$ cat src/rtl/game_controller.sv
// Finger Dancer round controller: sequences a game, issues finger targets from an LFSR,
// judges each answer window reported by the timing block and keeps score and lives.
module game_controller #(
   parameter logic [3:0] START_RT       = 4'd12,
   parameter logic [3:0] MIN_RT         = 4'd4,
   parameter int         HITS_PER_LEVEL = 4,
   parameter logic [1:0] LIVES          = 2'd3,
   parameter int         INIT_CYCLES    = 4,
   parameter logic [7:0] LFSR_SEED      = 8'hA5
) (
   input  logic       clk,
   input  logic       rst_n,
   input  logic       start,
   input  logic [3:0] keys,
   input  logic       round_tick,
   output logic       gameState,
   output logic [3:0] roundTime,
   output logic       INIT,
   output logic [3:0] target,
   output logic [7:0] score,
   output logic [1:0] lives,
   output logic       game_over
);

   typedef enum logic [1:0] {
      S_IDLE,
      S_LOAD,
      S_PLAY,
      S_OVER
   } state_t;

   localparam logic [7:0] LOAD_LAST = 8'(INIT_CYCLES - 1);

   state_t     state_reg, state_next;
   logic [7:0] load_cnt_reg, load_cnt_next;
   logic [7:0] score_reg, score_next;
   logic [1:0] lives_reg, lives_next;
   logic [3:0] target_reg, target_next;
   logic [3:0] round_time_reg, round_time_next;
   logic [7:0] lfsr_reg, lfsr_next;
   logic       tick_q_reg, tick_q_next;
   logic [3:0] keys_q_reg;
   logic       win_reg, win_next;
   logic       cap_reg, cap_next;
   logic [3:0] cap_val_reg, cap_val_next;
   logic       game_state_reg;
   logic       init_reg;
   logic       game_over_reg;

   logic       rise;
   logic       fall;
   logic       press;
   logic [3:0] fresh_target;
   logic [7:0] level;
   logic [3:0] rt_from_score;

   // Fibonacci LFSR, x^8+x^6+x^5+x^4+1, free-running in every state
   genvar gi;
   generate
      for (gi = 1; gi < 8; gi++) begin : g_shift
         assign lfsr_next[gi] = lfsr_reg[gi-1];
      end
   endgenerate
   assign lfsr_next[0] = lfsr_reg[7] ^ lfsr_reg[5] ^ lfsr_reg[4] ^ lfsr_reg[3];

   assign fresh_target = (lfsr_reg[3:0] == 4'd0) ? 4'd1 : lfsr_reg[3:0];

   // Window shrinks one step per HITS_PER_LEVEL hits, floored at MIN_RT
   always_comb begin
      level         = score_reg / 8'(HITS_PER_LEVEL);
      rt_from_score = START_RT - level[3:0];
      if (({2'b00, level} + {6'd0, MIN_RT}) >= {6'd0, START_RT}) begin
         rt_from_score = MIN_RT;
      end
   end

   always_comb begin
      state_next      = state_reg;
      load_cnt_next   = load_cnt_reg;
      score_next      = score_reg;
      lives_next      = lives_reg;
      target_next     = target_reg;
      win_next        = win_reg;
      cap_next        = cap_reg;
      cap_val_next    = cap_val_reg;
      tick_q_next     = 1'b1;
      round_time_next = rt_from_score;
      rise            = 1'b0;
      fall            = 1'b0;
      press           = 1'b0;

      case (state_reg)
         S_IDLE, S_OVER: begin
            if (start) begin
               state_next    = S_LOAD;
               load_cnt_next = 8'd0;
            end
         end

         S_LOAD: begin
            score_next      = 8'd0;
            lives_next      = LIVES;
            round_time_next = START_RT;
            if (load_cnt_reg == LOAD_LAST) begin
               state_next  = S_PLAY;
               target_next = fresh_target;
               win_next    = 1'b1;
               cap_next    = 1'b0;
            end else begin
               load_cnt_next = load_cnt_reg + 8'd1;
            end
         end

         S_PLAY: begin
            tick_q_next = round_tick;
            rise        = round_tick & ~tick_q_reg;
            fall        = ~round_tick & tick_q_reg;
            // A press on the rising edge belongs to the window that is just opening
            press = (keys != 4'd0) && (keys_q_reg == 4'd0) && round_tick &&
                    (rise || (win_reg && !cap_reg));

            if (rise) begin
               target_next = fresh_target;
               win_next    = 1'b1;
               cap_next    = 1'b0;
            end
            if (press) begin
               cap_next     = 1'b1;
               cap_val_next = keys;
            end
            if (fall && win_reg) begin
               win_next = 1'b0;
               if (cap_reg && (cap_val_reg == target_reg)) begin
                  if (score_reg != 8'hFF) begin
                     score_next = score_reg + 8'd1;
                  end
               end else begin
                  lives_next = lives_reg - 2'd1;
                  if (lives_reg == 2'd1) begin
                     state_next = S_OVER;
                  end
               end
            end
         end

         default: state_next = S_IDLE;
      endcase
   end

   always_ff @(posedge clk) begin
      if (!rst_n) begin
         state_reg      <= S_IDLE;
         load_cnt_reg   <= 8'd0;
         score_reg      <= 8'd0;
         lives_reg      <= LIVES;
         target_reg     <= 4'd1;
         round_time_reg <= START_RT;
         lfsr_reg       <= LFSR_SEED;
         tick_q_reg     <= 1'b1;
         keys_q_reg     <= 4'd0;
         win_reg        <= 1'b0;
         cap_reg        <= 1'b0;
         cap_val_reg    <= 4'd0;
         game_state_reg <= 1'b0;
         init_reg       <= 1'b1;
         game_over_reg  <= 1'b0;
      end else begin
         state_reg      <= state_next;
         load_cnt_reg   <= load_cnt_next;
         score_reg      <= score_next;
         lives_reg      <= lives_next;
         target_reg     <= target_next;
         round_time_reg <= round_time_next;
         lfsr_reg       <= lfsr_next;
         tick_q_reg     <= tick_q_next;
         keys_q_reg     <= keys;
         win_reg        <= win_next;
         cap_reg        <= cap_next;
         cap_val_reg    <= cap_val_next;
         game_state_reg <= (state_next == S_PLAY);
         init_reg       <= (state_next != S_PLAY);
         game_over_reg  <= (state_next == S_OVER);
      end
   end

   assign gameState = game_state_reg;
   assign INIT      = init_reg;
   assign game_over = game_over_reg;
   assign roundTime = round_time_reg;
   assign target    = target_reg;
   assign score     = score_reg;
   assign lives     = lives_reg;

endmodule

$ cat config.mk
export PLATFORM = sky130hd
export DESIGN_NAME = game_controller
export DESIGN_NICKNAME = d
export VERILOG_FILES = /design/src/rtl/game_controller.sv
export SDC_FILE = /design/constraint.sdc
export NUM_CORES = 1
export LEC_CHECK = 0
export ABC_AREA = 1
export ABC_CLOCK_PERIOD_IN_PS = 2400
export CAP_MARGIN = 20
export CORE_ASPECT_RATIO = 1.75
export CORE_MARGIN = 4
export CORE_UTILIZATION = 44
export CTS_CLUSTER_SIZE = 30
export DETAILED_ROUTE_END_ITERATION = 10
export PLACE_DENSITY_LB_ADDON = 0.05
export SYNTH_ARGS = -nofsm -noshare
export SYNTH_HDL_FRONTEND = slang
export SYNTH_SLANG_ARGS = --single-unit
$ cat constraint.sdc
create_clock -name clk -period 2.4 [get_ports clk]
set_input_delay 0.36 -clock clk [delete_from_list [all_inputs] [get_ports clk]]
set_output_delay 0.36 -clock clk [all_outputs]
set_load 0.02 [all_outputs]
==> results.txt, run 1 <==
outcome = complete, no violations
Post-CTS Setup Bufs = 0
cells along the critical path = clkdlybuf4s50_1
Setup Skew = 13.2 ps
routed len/inst = 12.9 µm
Max-Cap Viols = 0
final hold vios = 0
Final period util = 0.782
crit path DAT = 1520 ps
layout cells sized above 1 = 0.0950
final setup margin = 524 ps
first-pass GRT wire length = 9.07 mm
xor-xnor portion of the synthesized cell area = 0.0514
RSZ-0062 raised after global routing = no
Worst Path Max Fanout = 8
largest net degree at the start of global routing = 23
design area = 2830 µm²
setup violators final = 0
maximum vdd drop = 0.000403 V
Placed Cells = 405
flop and latch count out of synthesis = 50
DP Worst Slack = 552 ps
Setup CP Type = reg2out
Crit path max-delay family = buffers and inverters
I/O pin count = 29
PostCTS Resize Cnt = 0
DIE WIDTH = 63.7 µm
Syn Inst Count = 324
yosys warns = 0
Min Hold Slack = 427 ps
HP Class = reg2reg
cell area after synthesis = 2390 µm²
mux share of post-synthesis cell area = 0
initial antenna violation count = 0
detailed router's first-iteration violation count = 65
simple-gate share of the synthesized area = 0.292
Layout area overhead = 18.5%
fin crit period = 1880 ps
register area = 1000 µm²
reg-to-reg slack, setup = 650 ps
clock latency on the worst-skew pair = 310 ps
vias in the first global route = 2053
die height = 105 µm
final core occ = 0.538
synth unique cells = 30
startpoint types = register
Die ar. = 6710 µm²
Mean Syn Cell Area = 7.36 µm²
n_diodes = 0
Fmax = 533 MHz
CP Buf/Inv Count = 1
H-tree levels = 2
Synth Area in Compound Gates = 0.105
slowest CP cell = clkdlybuf4s50_1
Clock Sink Count = 50
crit end category = output port
dpl hpwl = 4.10 mm
Post-Synth Adder-Cell Area = 0.0472
CP Data Required Time = 2040 ps
Placer Congestion = 0.777
Worst Tran Pin Value = 420 ps
WL final = 5.33 mm
drt pass-1 iters = 4
hold_buf cts = 0
Longest Clk Path Bufs = 2
vias post-DR = 2101
clock slew at reported path FFs = 100 ps
Clock Root Buffer = clkbuf_8
initial core utilization = 0.454
CTS buffer count = 5
GRT Total Usage = 0.169
largest family of logic cells by synthesized area = simple AND/OR/NAND/NOR gates
Multi-input gate area = 1180 µm²
layout filler cell count = 557
Total Neg Setup Slack = 0 ps
CP peak stage delay = 670 ps
PwrDens = 580 nW/µm²
vias per cell = 5.09
grt ovf = 0
dpl cell area = 2740 µm²
CTS tree = done
# rows = 35
Core Box Area = 5260 µm²
# nets final = 374
Post-Synthesis Net Count = 341
fin cells = 413
Post-route DRC = 0
leak pwr = 1.20 nW
ANT nets after route = 0
Max Slew Vio Count = 0
input/output buffers = 28
Final Power = 1.64 mW
sequential-to-total area share from yosys stat = 0.420
Slew Limit Headroom = 0.720
==> layout make-up <==
type / instances / area share
Multi-Input combinational cell: 222 / 0.418
Tap cell: 55 / 0.0243
Sequential cell: 50 / 0.354
Clock inverter: 1 / 0.00177
Timing Repair Buffer: 31 / 0.107
Inverter: 47 / 0.0642
Clock buffer: 7 / 0.0305
==> layout by cell type (no fill, tap or decap), types with 4 or more instances in the layout <==
cell type,instances
nand2_1,77
dfxtp_1,50
inv_1,39
nor2_1,28
a21oi_1,28
clkdlybuf4s50_1,28
nand3_1,21
o21ai_0,13
xor2_1,11
ha_1,9
inv_2,6
clkbuf_8,6
nand4_1,5
nor2_2,4
nand2_2,4
==> Yosys cell counts <==
master,count,area share
nand2_2,4,0.010
nor3_1,3,0.0063
nand4_1,5,0.013
dfxtp_1,50,0.42
o31ai_1,1,0.0031
clkinv_1,1,0.0016
nand3b_1,2,0.0063
inv_1,39,0.061
nand4_4,1,0.0089
or2_2,3,0.0079
o21ai_0,13,0.027
inv_6,1,0.0037
a21oi_1,28,0.059
xnor2_1,3,0.011
nor2_1,28,0.044
o211ai_1,2,0.0063
xor2_1,11,0.040
nand3_1,21,0.044
nand2_1,77,0.12
nand2_4,2,0.0094
nor2_2,4,0.010
nand4_2,1,0.0052
ha_1,9,0.047
clkbuf_1,4,0.0063
o21bai_1,1,0.0031
nand3_2,1,0.0042
inv_2,6,0.0094
o22ai_1,1,0.0026
o21ai_2,1,0.0037
buf_4,1,0.0031
==> cell families after synthesis <==
kind of cell | count (synthesis)
buffers and inverters | 52
xor gates and xnor gates | 14
DFF | 50
and+or+nand+nor | 152
AOI/OAI and AO/OA | 47
adders and majority gates | 9
==> routing by layer <==
metal  routed length (µm)  part of all wire  GRT usage  vias up
met5                    0                 0          0        -
met4                   93             0.017     0.0634        0
met3                  157             0.029     0.0341        7
met2                 2920              0.55      0.323       28
met1                 2170              0.41      0.175      972
li1                     -                 -          -     1094
==> final timing paths <==
kind	from	to	depth (start not counted)
min	lfsr_reg[6]	lfsr_reg[7]	1
max reg2reg	state_reg[0]	score[3]	8
max	score[4]	score[4]	1
min reg2reg	lfsr_reg[6]	lfsr_reg[7]	1
==> power by group <==
| part | total, mW | switching [mW] | internal [mW] |
|---|---|---|---|
| sequential | 0.884 | 0.0214 | 0.863 |
| combinational | 0.230 | 0.146 | 0.0841 |
| clock | 0.524 | 0.290 | 0.234 |
| total | 1.64 | 0.458 | 1.18 |
(Power assumes the default switching activity.)
==> run 2, diff against run 1 <==
--- a/config.mk
+++ b/config.mk
@@ -6,7 +6,7 @@
 export NUM_CORES = 1
 export LEC_CHECK = 0
 export ABC_AREA = 1
-export ABC_CLOCK_PERIOD_IN_PS = 2400
+export ABC_CLOCK_PERIOD_IN_PS = 1950
 export CAP_MARGIN = 20
 export CORE_ASPECT_RATIO = 1.75
 export CORE_MARGIN = 4
==> constraint.sdc (replaced) <==
create_clock -name clk -period 1.95 [get_ports clk]
set_input_delay 0.2925 -clock clk [delete_from_list [all_inputs] [get_ports clk]]
set_output_delay 0.2925 -clock clk [all_outputs]
set_load 0.02 [all_outputs]
==> run 2 against run 1 <==
Against the previous run: clock skew shrank 7.8 ps; combinational power grew 24%; worst hold slack lost 7.0 ps; global-route usage grew 0.070 points; non-clock buffer count grew 2.
==> results.txt, run 2 (synthesized netlist as in run 1, its figures left out) <==
Setup Skew = 5.41 ps (was 13.2 ps)
PwrDens = 690 nW/µm² (was 580 nW/µm²)
DIE WIDTH = 63.7 µm (unchanged)
Worst Tran Pin Value = 328 ps (was 420 ps)
setup violators final = 0 (unchanged)
# rows = 35 (unchanged)
Max-Cap Viols = 0 (unchanged)
ANT nets after route = 0 (unchanged)
PostCTS Resize Cnt = 0 (unchanged)
Post-CTS Setup Bufs = 0 (unchanged)
routed len/inst = 12.6 µm (was 12.9 µm)
startpoint types = register (unchanged)
RSZ-0062 raised after global routing = no (unchanged)
Final Power = 1.95 mW (was 1.64 mW)
slowest CP cell = clkdlybuf4s50_1 (unchanged)
maximum vdd drop = 0.000434 V (was 0.000403 V)
CTS tree = done (unchanged)
fin cells = 414 (was 413)
Slew Limit Headroom = 0.780 (was 0.720)
Fmax = 565 MHz
initial core utilization = 0.454 (unchanged)
commonest non-fill, non-tap cell in the layout = nand2_1 (unchanged)
Core Box Area = 5260 µm² (unchanged)
hold_buf cts = 0 (unchanged)
CP peak stage delay = 670 ps (about the same)
crit end category = output port (unchanged)
Layout area overhead = 18.5% (unchanged)
leak pwr = 1.20 nW (about the same)
Die ar. = 6710 µm² (unchanged)
Clock Sink Count = 50 (unchanged)
Longest Clk Path Bufs = 2 (unchanged)
Placed Cells = 407 (was 405)
grt ovf = 0 (unchanged)
GRT Total Usage = 0.170 (was 0.169)
I/O pin count = 29 (unchanged)
WL final = 5.20 mm (was 5.33 mm)
CP Buf/Inv Count = 1 (unchanged)
CTS buffer count = 5 (unchanged)
initial antenna violation count = 0 (unchanged)
n_diodes = 0 (unchanged)
final hold vios = 0 (unchanged)
drt pass-1 iters = 4 (unchanged)
Total Neg Setup Slack = 0 ps (unchanged)
layout cells sized above 1 = 0.0947 (was 0.0950)
Crit path max-delay family = buffers and inverters (unchanged)
# nets final = 376 (was 374)
grt met1 use = 0.172 (was 0.175)
Placer Congestion = 0.785 (was 0.777)
Setup CP Type = reg2out (unchanged)
vias per cell = 5.11 (was 5.09)
first-pass GRT wire length = 9.20 mm (was 9.07 mm)
vias in the first global route = 2119 (was 2053)
cells along the critical path = clkdlybuf4s50_1 (unchanged)
Clock Root Buffer = clkbuf_8 (unchanged)
die height = 105 µm (unchanged)
GR Layer Usage met3 = 0.0299 (was 0.0341)
detailed router's first-iteration violation count = 87 (was 65)
final core occ = 0.538 (unchanged)
met2 global-route usage = 0.332 (was 0.323)
clock latency on the worst-skew pair = 300 ps (was 310 ps)
H-tree levels = 2 (unchanged)
input/output buffers = 28 (unchanged)
Final period util = 0.907
largest net degree at the start of global routing = 18 (was 23)
vias post-DR = 2116 (was 2101)
outcome = complete, no violations (unchanged)
crit path DAT = 1480 ps (was 1520 ps)
dpl hpwl = 4.03 mm (was 4.10 mm)
commonest cells after routing, fill and taps aside = 77 x nand2_1, 50 x dfxtp_1, 39 x inv_1 (unchanged)
Max Slew Vio Count = 0 (unchanged)
clock slew at reported path FFs = 90 ps (was 100 ps)
dpl cell area = 2750 µm² (was 2740 µm²)
design area = 2830 µm² (unchanged)
fin crit period = 1770 ps
HP Class = reg2reg (unchanged)
CP Data Required Time = 1660 ps (was 2040 ps)
Post-route DRC = 0 (unchanged)
GR peak layer = met2 (unchanged)
Worst Path Max Fanout = 8 (unchanged)
==> run 2: cell count changes in the layout (fill, tap and decap cells not counted), sizes merged <==
cell,before,now
buf,3,5
clkinv,2,1
==> run 2: cell type report <==
cell class	instances	area, µm²
well taps	55	68.8
flip-flops and latches	50	1000
multi-input cells	222	1180
repair buffers	33	318
inverters	47	181
fillers	552	2430
clock buffers	7	76.3
==> run 2: worst paths after layout <==
kind,start,to,slack [ps],cells past startpoint
worst max-delay path,score[4],score[4],180,1
worst min-delay path,lfsr_reg[6],lfsr_reg[7],420,1
worst max register to register,state_reg[0],load_cnt_reg[4],340,10
worst min register to register,lfsr_reg[6],lfsr_reg[7],420,1
==> run 2: through the flow <==
stage,worst slack [ps],hold WS [ps]
finish,181,420
floorplan,447,386
CTS,166,427
global route,124,443
global placement,234,395
detailed placement,180,411
==> run 2: report_power, final <==
part | internal, mW | switching (mW)
combinational | 0.105 | 0.181
sequential | 1.06 | 0.0267
clock | 0.248 | 0.328
total | 1.41 | 0.535
==> run 2: routing by layer <==
layer | vias up | wire length [µm]
li1 | 1102 | -
met1 | 974 | 2070
met2 | 32 | 2890
met3 | 8 | 140
met4 | 0 | 108
met5 | - | 0
==> run 3, diff against run 2 <==
--- a/config.mk
+++ b/config.mk
@@ -11,7 +11,6 @@
 export CORE_ASPECT_RATIO = 1.75
 export CORE_MARGIN = 4
 export CORE_UTILIZATION = 44
-export CTS_CLUSTER_SIZE = 30
 export DETAILED_ROUTE_END_ITERATION = 10
 export PLACE_DENSITY_LB_ADDON = 0.05
 export SYNTH_ARGS = -nofsm -noshare
==> results of run 3 <==
The final DEF is identical to that of run 2; final timing and power are the same.
